File: src/rtl/tlb_op_ctrl.sv
// Sequences TLBP/TLBR/TLBWI against the shared TLB and CP0 Index/EntryHi/EntryLo0/EntryLo1.
// Optional TLB_RANDOM_EN: adds a Random counter, cp0_random output, and TLBWR on op_type 3.
module tlb_op_ctrl #(
  parameter int TLBNUM = 16,
  parameter int IDX_W  = 4
) (
  input  logic              clk,
  input  logic              reset,
  input  logic              op_valid,
  output logic              op_ready,
  input  logic [1:0]        op_type,
  input  logic [31:0]       op_pc,
  input  logic [31:0]       cp0_index,
  input  logic [31:0]       cp0_entryhi,
  input  logic [31:0]       cp0_entrylo0,
  input  logic [31:0]       cp0_entrylo1,
  output logic [18:0]       s_vpn2,
  output logic              s_odd_page,
  output logic [7:0]        s_asid,
  input  logic              s_found,
  input  logic [IDX_W-1:0]  s_index,
  output logic [IDX_W-1:0]  r_index,
  input  logic [77:0]       r_entry,
  output logic              we,
  output logic [IDX_W-1:0]  w_index,
  output logic [77:0]       w_entry,
  output logic              cp0_index_we,
  output logic [31:0]       cp0_index_wdata,
  output logic              cp0_tlbr_we,
  output logic [31:0]       cp0_entryhi_wdata,
  output logic [31:0]       cp0_entrylo0_wdata,
  output logic [31:0]       cp0_entrylo1_wdata,
  output logic              busy,
  output logic              done,
  output logic              flush,
`ifdef TLB_RANDOM_EN
  output logic [IDX_W-1:0]  cp0_random,
`endif
  output logic [31:0]       flush_pc
);

  localparam logic [2:0] S_IDLE     = 3'd0;
  localparam logic [2:0] S_PROBE    = 3'd1;
  localparam logic [2:0] S_PROBE_WB = 3'd2;
  localparam logic [2:0] S_READ     = 3'd3;
  localparam logic [2:0] S_WRITE    = 3'd4;
  localparam logic [2:0] S_FLUSH    = 3'd5;

  logic [2:0]       r_state;
  logic [2:0]       w_nxt_state;
  logic [31:0]      r_pc;
  logic [18:0]      r_vpn2;
  logic [7:0]       r_asid;
  logic [IDX_W-1:0] r_snap_idx;
  logic [IDX_W-1:0] r_widx;
  logic [25:0]      r_lo0;
  logic [25:0]      r_lo1;
  logic             r_found;
  logic [IDX_W-1:0] r_hit_idx;
  logic             w_accept;
  logic             w_run;
  logic [IDX_W-1:0] w_acc_widx;

  // CP0 fields the TLB has no storage for (PageMask-like holes, upper Index bits).
  logic w_unused_bits;
  assign w_unused_bits = ^{cp0_index[31:IDX_W], cp0_entryhi[12:8],
                           cp0_entrylo0[31:26], cp0_entrylo1[31:26]};

  assign w_run    = !reset;
  assign op_ready = reset || (r_state == S_IDLE);
  assign busy     = !op_ready;
  assign w_accept = w_run && op_valid && (r_state == S_IDLE);

`ifdef TLB_RANDOM_EN
  logic [IDX_W-1:0] r_random;

  always_ff @(posedge clk) begin
    if (reset) begin
      r_random <= IDX_W'(TLBNUM - 1);
    end else if (r_random == '0) begin
      r_random <= IDX_W'(TLBNUM - 1);
    end else begin
      r_random <= r_random - IDX_W'(1);
    end
  end

  assign cp0_random = w_run ? r_random : '0;
  assign w_acc_widx = (op_type == 2'd3) ? r_random : cp0_index[IDX_W-1:0];
`else
  assign w_acc_widx = cp0_index[IDX_W-1:0];
`endif

  always_comb begin
    w_nxt_state = r_state;
    case (r_state)
      S_IDLE: begin
        if (op_valid) begin
          case (op_type)
            2'd0:    w_nxt_state = S_PROBE;
            2'd1:    w_nxt_state = S_READ;
            2'd2:    w_nxt_state = S_WRITE;
`ifdef TLB_RANDOM_EN
            default: w_nxt_state = S_WRITE;
`else
            default: w_nxt_state = S_FLUSH;
`endif
          endcase
        end
      end
      S_PROBE:    w_nxt_state = S_PROBE_WB;
      S_PROBE_WB: w_nxt_state = S_IDLE;
      S_READ:     w_nxt_state = S_FLUSH;
      S_WRITE:    w_nxt_state = S_FLUSH;
      S_FLUSH:    w_nxt_state = S_IDLE;
      default:    w_nxt_state = S_IDLE;
    endcase
  end

  always_ff @(posedge clk) begin
    if (reset) begin
      r_state    <= S_IDLE;
      r_pc       <= '0;
      r_vpn2     <= '0;
      r_asid     <= '0;
      r_snap_idx <= '0;
      r_widx     <= '0;
      r_lo0      <= '0;
      r_lo1      <= '0;
      r_found    <= 1'b0;
      r_hit_idx  <= '0;
    end else begin
      r_state <= w_nxt_state;
      // Operands are frozen here so write-back may move on while the op runs.
      if (w_accept) begin
        r_pc       <= op_pc;
        r_vpn2     <= cp0_entryhi[31:13];
        r_asid     <= cp0_entryhi[7:0];
        r_snap_idx <= cp0_index[IDX_W-1:0];
        r_widx     <= w_acc_widx;
        r_lo0      <= cp0_entrylo0[25:0];
        r_lo1      <= cp0_entrylo1[25:0];
      end
      if (r_state == S_PROBE) begin
        r_found   <= s_found;
        r_hit_idx <= s_index;
      end
    end
  end

  always_comb begin
    s_vpn2             = '0;
    s_odd_page         = 1'b0;
    s_asid             = '0;
    r_index            = '0;
    we                 = 1'b0;
    w_index            = '0;
    w_entry            = '0;
    cp0_index_we       = 1'b0;
    cp0_index_wdata    = '0;
    cp0_tlbr_we        = 1'b0;
    cp0_entryhi_wdata  = '0;
    cp0_entrylo0_wdata = '0;
    cp0_entrylo1_wdata = '0;
    done               = 1'b0;
    flush              = 1'b0;
    flush_pc           = '0;
    if (w_run) begin
      case (r_state)
        S_PROBE: begin
          s_vpn2 = r_vpn2;
          s_asid = r_asid;
        end
        S_PROBE_WB: begin
          cp0_index_we    = 1'b1;
          cp0_index_wdata = r_found ? {{(32-IDX_W){1'b0}}, r_hit_idx} : 32'h8000_0000;
          done            = 1'b1;
        end
        S_READ: begin
          r_index            = r_snap_idx;
          cp0_tlbr_we        = 1'b1;
          cp0_entryhi_wdata  = {r_entry[77:59], 5'b0, r_entry[58:51]};
          cp0_entrylo0_wdata = {6'b0, r_entry[49:25], r_entry[50]};
          cp0_entrylo1_wdata = {6'b0, r_entry[24:0], r_entry[50]};
        end
        S_WRITE: begin
          we      = 1'b1;
          w_index = r_widx;
          // Global bit is the AND of both halves' G, as MIPS requires.
          w_entry = {r_vpn2, r_asid, r_lo0[0] & r_lo1[0], r_lo0[25:1], r_lo1[25:1]};
        end
        S_FLUSH: begin
          flush    = 1'b1;
          done     = 1'b1;
          flush_pc = r_pc + 32'd4;
        end
        default: ;
      endcase
    end
  end

endmodule

File: config.mk
export PLATFORM = sky130hd
export DESIGN_NAME = tlb_op_ctrl
export DESIGN_NICKNAME = d
export VERILOG_FILES = /design/src/rtl/tlb_op_ctrl.sv
export SDC_FILE = /design/constraint.sdc
export NUM_CORES = 1
export LEC_CHECK = 0
export ABC_AREA = 1
export BUFFER_PORTS_ARGS = -buffer_cell sky130_fd_sc_hd__buf_2
export CAP_MARGIN = 40
export CORE_AREA = 4 4 205 207
export CTS_CLUSTER_SIZE = 25
export DETAILED_ROUTE_END_ITERATION = 6
export DIE_AREA = 0 0 209 211
export PLACE_DENSITY_LB_ADDON = 0.2
export SYNTH_ARGS = -nofsm -noshare
export SYNTH_HDL_FRONTEND = slang
export SYNTH_SLANG_ARGS = --single-unit
File: constraint.sdc
create_clock -name clk -period 1.72 [get_ports clk]
set_input_delay 0.086 -clock clk [delete_from_list [all_inputs] [get_ports clk]]
set_output_delay 0.086 -clock clk [all_outputs]
set_load 0.02 [all_outputs]
### Word level (Yosys, flattened, before mapping)

Cells that the tools add are included.

| word-level totals | value |
|---|---|
| bits in registers | 123 |
| logic and storage cells | 62 |

| cells by class | value |
|---|---|
| add/subtract/negate cells | 1 |
| equal/unequal tests | 8 |
| mux-type cells | 34 |
| bitwise logic cells | 1 |
| reductions and logical operators | 9 |

Operators with widths:

| kind | count |
|---|---|
| 32-bit 2-to-1 mux | 7 |
| 78-bit 2-to-1 mux | 2 |
| 26-bit 2-to-1 mux | 4 |
| 19-bit 2-to-1 mux | 2 |
| 32-bit by 3-bit adder with 32-bit output (second input constant) | 1 |
| 3-bit case mux with 3 select lines | 2 |
| 4-bit 2-to-1 mux | 4 |
| 8-bit 2-to-1 mux | 2 |
| 1-bit 2-to-1 mux | 10 |
| 3-bit by 2-bit == test with 1-bit output (second input constant) | 2 |
| 3-bit == test (second input constant) | 2 |
| 2-bit OR reduction | 2 |
| 3-bit by 1-bit == test with 1-bit output (second input constant) | 1 |
| 3-bit zero test | 1 |
| 3-bit 2-to-1 mux | 1 |
| 2-bit by 1-bit == test with 1-bit output (second input constant) | 1 |
| 2-bit == test (second input constant) | 1 |
| 1-bit logical AND | 2 |
| 1-bit zero test | 2 |
| 2-bit zero test | 1 |
| 2-bit != test (second input constant) | 1 |
| 1-bit bitwise AND | 1 |
| 1-bit logical OR | 1 |

### Longest topological paths before layout

Gate-level depths: netlist of the first run.

| depth | value |
|---|---|
| word-level depth | 4 |
| gate-level depth with buffers | 9 |

### Least setup slack after synthesis of the first run

No wires, ideal clock.

| timing path | value |
|---|---|
| path kind | reg-to-output |
| from | reg r_state[2] |
| to | out cp0_entrylo1_wdata[0] |
| arrival | 1.793 ns |
| data required time | 1.634 ns |
| slack | -0.159 ns |
| stages on the path, launching flop included | 8 |
| cell sequence | dfxtp_1 inv_2 nand3_1 nor2_1 inv_2 clkbuf_1 nor2_1 buf_4 |

| on the way | value |
|---|---|
| longest elaborated chain between the ends | 3 |

Ends and longest elaborated chain:

| element | RTL line | RTL |
|---|---|---|
| start: declaration | 49 | `logic [2:0] r_state;` |
| start signal: assignment | 132 | `r_state <= w_nxt_state;` |
| 3-bit by 2-bit == test with 1-bit output | 168 | `case (r_state)` |
| 26-bit 2-to-1 mux | 168 |  |
| 26-bit 2-to-1 mux | 167 | `if (w_run) begin` |
| end: declaration | 32 | `output logic [31:0] cp0_entrylo1_wdata,` |

No other way between the ends.

### Final worst setup path of the first run

| timing path | value |
|---|---|
| from | reg r_state[1] |
| to | out w_entry[64] |

| on the way | value |
|---|---|
| longest elaborated chain between the ends | 3 |

Ends and longest elaborated chain:

| element | RTL line | RTL |
|---|---|---|
| 3-bit == test | 168 |  |
| 78-bit 2-to-1 mux | 168 |  |
| 78-bit 2-to-1 mux | 167 |  |
| end: declaration | 26 | `output logic [77:0] w_entry,` |

No other way between the ends.

==> qor.csv, run 1 <==
metric,value,unit
yosysSeqAreaShare,33.6,%
finalCritPeriodShare,114,%
cts_buffer_depth,2,
setup_ws,-0.237,ns
synth_top_cell_area_share,33.6,%
hold_class,in2reg,
violations,setup timing,
firstDrtPassIters,5,
cp_max_fo,8,
die_w,209,um
crit_path_end,w_entry[64],
grt_use_total,15.6,%
hold_slack,0.0576,ns
clock_tree.root_cell,clkbuf_16,
rsz0062_at_grt,yes,
core,0.0404,mm2
worstSetupPathType,reg2out,
synth_area_leaders,"dfxtp_1 34%, nor2_1 22%, inv_1 8.4%, nand2_1 7.8%, a211oi_2 5.5%",
ys_top_cells_by_count,"423 x nor2_1, 163 x inv_1, 153 x nand2_1",
worstSetupStartpointType,register,
cts_tree,built,
async_flop_share,0,%
wirelength,38800,um
r2r-start,r_state[1]$_SDFFE_PP0P_,
startpoint,r_state[1]$_SDFFE_PP0P_,
synth_edf_count,0,
status,finished with violations,
multi_input_area,0.00531,mm2
cp-end-kind,primary output,
setup_viol,218,
seq_area,0.00252,mm2
synth_warnings,0,
fin_crit,1.96,ns
die_area,0.0441,mm2
dr_total_vias,9699,
finalClockSkew,0.0105,ns
syn_avg_cell_area,6.14,um2
drt_iter0_drc,357,
synthSimpleGateAreaFrac,32.5,%
path_clk_slew,0.06,ns
fill_cells,4173,
required,1.63,ns
power_leakage,6.93,nW
grt_antenna_before_repair,6,
gp_congestion,0.820,
htreeDepth,4,
avgRoutedWirePerCell,16.4,um
synth_ff_type,dfxtp_1,
grt_pass1_vias,9567,
worstPathArrival,1.87,ns
port_buffers,438,
r2r_cells,10,
worstMarginPinSlew,0.530,ns
synth_compound_area_share,15.3,%
grt_pass1_wl,54200,um
slew_violations,0,
yosysTopAreaCell,dfxtp_1,
clk_latency,0.44,ns
num_rows,74,
vias_per_cell,4.10,
ant_nets,0,
io_pins,529,
dieHeight,211,um
start_util,18.1,%
synth-seq-cells,123,
hpwl,24800,um
grt_max_degree,64,
drc,0,
fin_total_pwr,11.6,mW
cts_buffers,17,
globalRouteOverflowTotal,0,
finalHoldViolCount,0,
synth_top_family_by_area,simple AND/OR/NAND/NOR gates,
max_cap_viol_count,0,
regToRegSetupSlack,0.07,ns
clkSinkCount,123,
drive_above_1_share,48.8,%
area_growth,113,%
clock.fmax,0.511,GHz
synth_most_common_cell,nor2_1,
relSlewSlack,64.7,%
netlist_instances,1194,
nets,2064,
synth_area,0.00733,mm2
reg2reg_to,r_lo1[17]$_SDFFE_PP0P_,
yosysUniqueCellTypes,26,
synth_xor_area_share,0,%
synth_fa_ha_area_share,0.171,%
vdd_ir_drop_max,0.000631,V
synthMuxAreaShare,0,%
pwr_density_cell,740,mW/mm2
-- timing repair --
action,4_1_cts,5_1_grt
endpoints found under the hold margin,122,0
pin swaps,29,48
buffers inserted,23,19
gates cloned,10,12
resized for setup,537,357
setup endpoints to repair,225,278
hold buffers,121,0
-- kinds of logic (layout without fill, tap and decap cells) --
family                     count (synthesis)  in the layout
and+or+nand+nor                          612            615
buffers and inverters                    281            867
AOI/OAI and AO/OA                        176            176
DFF                                      123            123
adders and majority gates                  1              1
other                                      1             49
-- critical path, stage by stage, from the launching register on --
cell and delay, ns:
dfxtp_4 0.36, nor2_4 0.11, inv_2 0.07, nor2_8 0.13, inv_6 0.04, nor2_4 0.13
clkinv_4 0.13, buf_6 0.20, nor2_4 0.13, buf_6 0.12
-- layout make-up --
type,instances,area share [%]
tap,532,4.26
sequential,123,16.1
multi-input combinational,837,34.0
clock buffer,22,3.16
antenna,4,0.0641
timing repair inverter,2,0.128
clock inverter,9,0.569
timing repair buffer,661,37.3
inverter,173,4.45
-- power by group --
| group | switching (mW) | leakage [nW] | internal, mW |
|---|---|---|---|
| Sequential | 0.333 | 1.03 | 3.40 |
| Combinational | 2.54 | 5.64 | 1.68 |
| Clock | 1.45 | 0.269 | 2.17 |
-- state kept, by name, indices dropped and copies added (netlist names) --
name       count
r_state        3
r_asid         8
r_lo1         26
r_widx         4
r_pc          32
r_hit_idx      4
r_found        1
r_vpn2        19
r_lo0         26
-- routing by layer --
| metal | global-route usage (%) | wire length, um | vias up |
|---|---|---|---|
| met5 | 0 | 24 | - |
| met4 | 5.54 | 1030 | 4 |
| met3 | 3.58 | 1880 | 60 |
| met2 | 26.3 | 19400 | 279 |
| met1 | 19.6 | 16500 | 4549 |
| li1 | - | - | 4807 |
-- stage by stage --
step / instances / util, % / setup slack (ns) / area, um2 / TNS [ns]
floorplan: 1238 / - / 0.0830 / 7500 / 0
global placement: 2148 / 25.1 / -0.0551 / 10100 / -0.0551
detailed placement: 2148 / 25.1 / -0.0344 / 10100 / -0.0344
CTS: 2332 / 34.6 / -0.236 / 14000 / -21.50
global route: 2363 / 38.7 / -0.311 / 15600 / -54.04
finish: 2363 / 38.7 / -0.237 / 15600 / -31.73
-- worst min-delay path by stage --
| stage | startpoint | to | slack [ns] | cells after the start |
|---|---|---|---|---|
| after floorplan | cp0_entryhi[3] | r_asid[3]$_SDFFE_PP0P_ | 0.20 | 2 |
| after global placement | cp0_entryhi[4] | r_asid[4]$_SDFFE_PP0P_ | 0.29 | 3 |
| after detailed placement | cp0_entryhi[6] | r_asid[6]$_SDFFE_PP0P_ | 0.30 | 3 |
| after CTS | op_type[0] | r_state[0]$_SDFFE_PP0P_ | 0.01 | 5 |
| after global routing | op_type[0] | r_state[0]$_SDFFE_PP0P_ | 0.08 | 5 |
| final | op_type[0] | r_state[0]$_SDFFE_PP0P_ | 0.06 | 5 |
-- layout by cell type, fill, tap and decap left out, types with 4 or more instances in the layout --
| cell | n |
|---|---|
| inv_2 | 7 |
| a21oi_1 | 35 |
| nor2_4 | 142 |
| buf_4 | 138 |
| diode_2 | 4 |
| o21ai_1 | 55 |
| nand2_2 | 27 |
| o21ai_2 | 7 |
| nand3_4 | 6 |
| buf_6 | 158 |
| buf_8 | 6 |
| buf_2 | 210 |
| nor2_1 | 259 |
| dlygate4sd3_1 | 121 |
| buf_16 | 7 |
| conb_1 | 45 |
| buf_12 | 10 |
| clkbuf_8 | 5 |
| dfxtp_1 | 97 |
| dfxtp_2 | 15 |
| clkbuf_16 | 27 |
| nand2_1 | 121 |
| inv_1 | 159 |
| nand2_8 | 5 |
| nand2_4 | 7 |
| a21oi_2 | 8 |
| dfxtp_4 | 11 |
| o21ai_0 | 34 |
| nor2_2 | 26 |
| a211oi_2 | 32 |
| nor3_4 | 8 |
| clkinvlp_4 | 6 |
Power figures use the tool's default switching activity.
==> inputs of run 2 (changes only) <==
- clock period: 1.72 -> 2.1 ns (I/O delays scaled with it)
==> run 2 against run 1 <==
  * The run now ends clean
  * Routed wire length is 16% lower
  * Combinational power is 44% lower
  * Sequential cell count stayed put
  * Setup slack better by 0.26 ns
  * Cell area is 23% lower
  * Register-to-register slack better by 0.39 ns
  * Core utilization is 8.8 points lower
  * Die area stayed put
  * Sequential power is 19% lower
  * Largest cell class is now multi-input combinational cells
==> qor.csv, run 2 (synthesized netlist as in run 1, its figures left out) <==
metric,value,unit
largest_reg_flops,32,
grt_use_total,13.7,%
clock_tree.root_cell,clkbuf_16,
fin_crit,2.08,ns
cp_max_fo,4,
fill_cells,4607,
cp-end-kind,primary output,
max_cap_viol_count,0,
largest_register,r_pc,
die_area,0.0441,mm2
nets,1981,
setup_viol,0,
crit_family,simple AND/OR/NAND/NOR gates,
fin_total_pwr,8.66,mW
crit_path_frequent_cell,nand2_1,
relSlewSlack,53.0,%
cts_tree,built,
grt_max_degree,73,
finalClockSkew,0.00989,ns
grt_pass1_wl,48400,um
fin_tns_setup,0,ns
grt_antenna_before_repair,2,
finalHoldViolCount,0,
die_w,209,um
htreeDepth,4,
hpwl,24400,um
dpl-instance-area,0.00984,mm2
clock.fmax,0.482,GHz
start_util,18.1,%
finalCritPeriodShare,98.9,%
fin_area,0.0121,mm2
num_rows,74,
multi_input_area,0.00393,mm2
cts_buffers,17,
crit_buf_inv,2,
dr_total_vias,8986,
ant_nets,0,
place_inst,2119,
worstPathArrival,1.97,ns
worstSetupStartpointType,register,
drt_iter0_drc,419,
crit_chain,nand2_1 -> nor2_4 -> buf_4 -> nand2_1 -> nor2_1 -> nand2_1 -> nand2_1 -> nand2_1 -> nor2_1 -> buf_2,
status,finished clean,
max_stage_delay,0.39,ns
vias_per_cell,3.95,
crit_slowest_cell,dfxtp_1,
final_cells,2277,
r2r-start,r_state[0]$_SDFFE_PP0P_,
hold_class,in2reg,
drive_above_1_share,33.8,%
clk_latency,0.43,ns
core,0.0404,mm2
power_leakage,6.18,nW
final_common_cell,buf_2,
wirelength,32400,um
area_growth,64.5,%
dieHeight,211,um
gp_congestion,0.825,
regToRegSetupSlack,0.46,ns
min_path_cells,5,
reg2reg_to,r_pc[9]$_SDFFE_PP0P_,
required,2.00,ns
avgRoutedWirePerCell,14.2,um
worstSetupPathType,reg2out,
drc,0,
firstDrtPassIters,5,
hold_path_end,r_state[0]$_SDFFE_PP0P_,
path_clk_slew,0.06,ns
hp-start,op_type[0],
layout_common_cells,"430 x buf_2, 398 x nor2_1, 163 x inv_1",
globalRouteOverflowTotal,0,
io_pins,529,
reg_top3,"r_pc x32, r_lo0 x26, r_lo1 x26",
clkSinkCount,123,
slew_violations,0,
worstMarginPinSlew,0.706,ns
cts_buffer_depth,2,
r2r_cells,8,
seq_area,0.00248,mm2
pwr_density_cell,718,mW/mm2
vdd_ir_drop_max,0.000532,V
port_buffers,438,
rsz0062_at_grt,yes,
grt_pass1_vias,8715,
-- run 2: changes by cell type in the layout (fill, tap and decap cells not counted), sizes merged --
cell / before / now
buf: 529 / 460
clkbuf: 33 / 20
diode: 4 / 1
bufinv: 1 / 5
inv: 172 / 173
nand2: 160 / 157
clkinvlp: 6 / 3
-- run 2: area by class of cell --
class / instances / share of cell area (%)
multi-input combinational: 834 / 32.6
timing repair buffer: 582 / 30.5
clock buffer: 19 / 3.67
antenna: 1 / 0.0208
inverter: 173 / 5.51
sequential: 123 / 20.5
timing repair inverter: 1 / 0.0415
tap: 532 / 5.52
clock inverter: 12 / 1.63
-- run 2: how the worst max path moves through the flow --
stage | from | endpoint | slack (ns) | cells after the start
2_1_floorplan | r_state[2]$_SDFFE_PP0P_ | cp0_entrylo1_wdata[0] | 0.20 | 7
3_3_place_gp | r_pc[3]$_SDFFE_PP0P_ | flush_pc[16] | 0.25 | 8
3_5_place_dp | r_pc[3]$_SDFFE_PP0P_ | flush_pc[26] | 0.22 | 9
4_1_cts | r_state[2]$_SDFFE_PP0P_ | cp0_entrylo0_wdata[0] | -0.02 | 7
5_1_grt | r_pc[10]$_SDFFE_PP0P_ | flush_pc[30] | -0.08 | 10
6_report | r_pc[10]$_SDFFE_PP0P_ | flush_pc[30] | 0.02 | 10
-- run 2: timing repair --
item	in CTS	in global routing
setup endpoints to repair	109	123
hold buffers	121	0
hold endpoints to repair	122	0
buffers inserted	0	3
resized for setup	38	54
pin swaps	4	6
cloned	0	2
-- run 2: per-stage QoR --
step | hold WS, ns | setup WS, ns | utilization, %
after floorplan | 0.218 | 0.202 | -
final | 0.0742 | 0.0240 | 29.9
after CTS | 0.0432 | -0.0206 | 29.3
after detailed placement | 0.311 | 0.216 | 24.4
after global routing | 0.0933 | -0.0806 | 29.9
after global placement | 0.312 | 0.253 | 24.4
-- run 2: routing by layer --
metal  track usage [%]  vias to the layer above  wire length, um
met2              22.9                      249            15800
met5                 0                        -               10
li1                  -                     4610                -
met4              3.02                        2              310
met3              4.28                       21             2240
met1              17.6                     4104            14000
-- run 2: worst reg2reg max path, stage by stage (launching register included) --
cell and delay (ns):
dfxtp_2 0.34, nor2_4 0.13, nand2_2 0.08, inv_2 0.13
nand2_8 0.07, inv_2 0.08, nand2_1 0.25, buf_4 0.32
a21oi_1 0.17
-- run 2: power breakdown --
group	switching, mW	internal, mW
clock network	1.16	2.12
logic	1.51	0.845
registers	0.252	2.76
total	2.92	5.73
==> inputs of run 3 (changes only) <==
- CELL_PAD_IN_SITES_DETAIL_PLACEMENT: default -> 0
- CELL_PAD_IN_SITES_GLOBAL_PLACEMENT: default -> 1
- CORE_AREA: 4 4 205 207 -> 4 4 206 208
- DIE_AREA: 0 0 209 211 -> 0 0 210 212
==> run 3 against run 2 <==
  * Sequential share of layout area about the same
  * Sequential power about the same
  * Combinational power increased by 3%
  * Power decreased by 3.9%
  * Core utilization decreased by 0.065 points
  * Clock power decreased by 13%
  * Clock skew decreased by 0.0037 ns
  * Highest routed layer is now met4
  * Critical path depth unchanged
  * First-iteration DRC count decreased by 5.7%
  * Critical endpoint is now flush_pc[26]
  * Register-to-register slack got worse by 0.08 ns
  * Global-route usage increased by 1.1 points
  * Largest cell class unchanged
==> qor.csv, run 3 (synthesized netlist as in run 1, its figures left out) <==
metric,value,unit
cp-end-kind,primary output,
final_util,29.8,%
final_cells,2278,
final_common_cell,buf_2,
core,0.0406,mm2
htreeDepth,4,
grt_max_degree,58,
worstPathArrival,1.88,ns
layout_common_cells,"430 x buf_2, 393 x nor2_1, 163 x inv_1",
wirelength,34800,um
clock.fmax,0.503,GHz
status,finished clean,
rsz0062_at_grt,yes,
cts_tree,built,
worstMarginPinSlew,0.828,ns
port_buffers,438,
hpwl,26700,um
grt_pass1_vias,8681,
finalHoldViolCount,0,
cts_buffer_depth,2,
cp_max_fo,4,
nets,1983,
avgRoutedWirePerCell,15.3,um
largest_register,r_pc,
clock_tree.root_cell,clkbuf_16,
area_growth,64.9,%
fin_crit,1.99,ns
worstSetupPathType,reg2out,
grt_pass1_wl,51300,um
largest_reg_flops,32,
place_inst,2120,
finalCritPeriodShare,94.7,%
setup_ws,0.110,ns
setup_viol,0,
dieHeight,212,um
clkSinkCount,123,
io_pins,529,
pwr_density_cell,688,mW/mm2
vdd_ir_drop_max,0.000596,V
dr_total_vias,8865,
drt_iter0_drc,395,
clk_latency,0.44,ns
gp_congestion,0.821,
required,2.00,ns
globalRouteOverflowTotal,0,
num_rows,74,
power_leakage,6.17,nW
fin_tns_setup,0,ns
die_w,210,um
firstDrtPassIters,4,
vias_per_cell,3.89,
grt_antenna_before_repair,2,
ant_nets,0,
start_util,18.1,%
slew_violations,0,
path_clk_slew,0.06,ns
drc,0,
max_cap_viol_count,0,
grt_use_total,14.8,%
worstSetupStartpointType,register,
cts_buffers,17,
die_area,0.0445,mm2
reg_top3,"r_pc x32, r_lo0 x26, r_lo1 x26",
drive_above_1_share,35.4,%
dpl_worst_slack,0.223,ns
finalClockSkew,0.00616,ns
hold_class,in2reg,
relSlewSlack,44.8,%
-- run 3: changes by cell type in the layout (fill, tap and decap cells not counted), moves of 4 or more --
cell,delta
dfxtp_1,-9
dfxtp_2,+9
nand2_2,+9
nand2_1,-8
buf_12,+5
nor2_1,-5
nor2_2,+5
bufinv_16,-4
-- run 3: final cells by class --
cell class | count | area [um2]
multi-input combinational | 834 | 3980
clock buffer | 23 | 488
timing repair buffer | 585 | 3720
antenna | 1 | 2.50
clock inverter | 7 | 66.3
sequential | 123 | 2490
tap | 532 | 666
fill | 4631 | 28500
inverter | 173 | 672
-- run 3: power breakdown --
part	switching [mW]	internal, mW	leakage (nW)
logic	1.54	0.880	4.87
registers	0.261	2.77	1.02
clock network	1.13	1.73	0.275
total	2.93	5.38	6.17
-- run 3: routing by layer --
metal	wire [um]	vias up	track usage [%]	part of all wire, %
met5	0	-	0	0
met4	580	0	4.01	1.7
met3	2350	29	4.68	6.8
met2	17100	254	24.9	49
met1	14800	3975	18.6	42
li1	-	4607	-	-
-- run 3: through the flow --
| stage | hold slack (ns) | cell area, um2 | power, mW |
|---|---|---|---|
| after floorplan | 0.218 | 7490 | 4.57 |
| after global placement | 0.308 | 9880 | 5.25 |
| after detailed placement | 0.311 | 9880 | 5.27 |
| after CTS | 0.00135 | 11800 | 8.46 |
| after global routing | 0.0331 | 12100 | 8.88 |
| final | 0.0234 | 12100 | 8.31 |
-- run 3: worst paths after layout --
kind,end,slack (ns),startpoint,cells after the start
worst max-delay path,flush_pc[26],0.11,r_pc[3]$_SDFFE_PP0P_,10
worst min-delay path,r_pc[13]$_SDFFE_PP0P_,0.02,op_pc[13],3
worst max register to register,r_lo1[13]$_SDFFE_PP0P_,0.38,r_state[2]$_SDFFE_PP0P_,8
worst min register to register,r_lo0[8]$_SDFFE_PP0P_,0.45,r_lo0[8]$_SDFFE_PP0P_,2
-- run 3: timing repair --
action / in CTS / in global routing
endpoints found under the setup margin: 211 / 117
hold endpoints to repair: 121 / 0
resized for setup: 34 / 85
pin swaps: 4 / 10
hold buffers: 120 / 0
buffers inserted: 2 / 5
-- run 3: worst max-delay path: stages (launching register included) --
cell and delay, ns:
dfxtp_4 0.37, ha_4 0.16, nand2_4 0.07, nor2_4 0.14, buf_12 0.12, nand3_4 0.12, nor2_4 0.13, nand2_1 0.05
nor2_1 0.08, nor2_1 0.05, buf_2 0.15
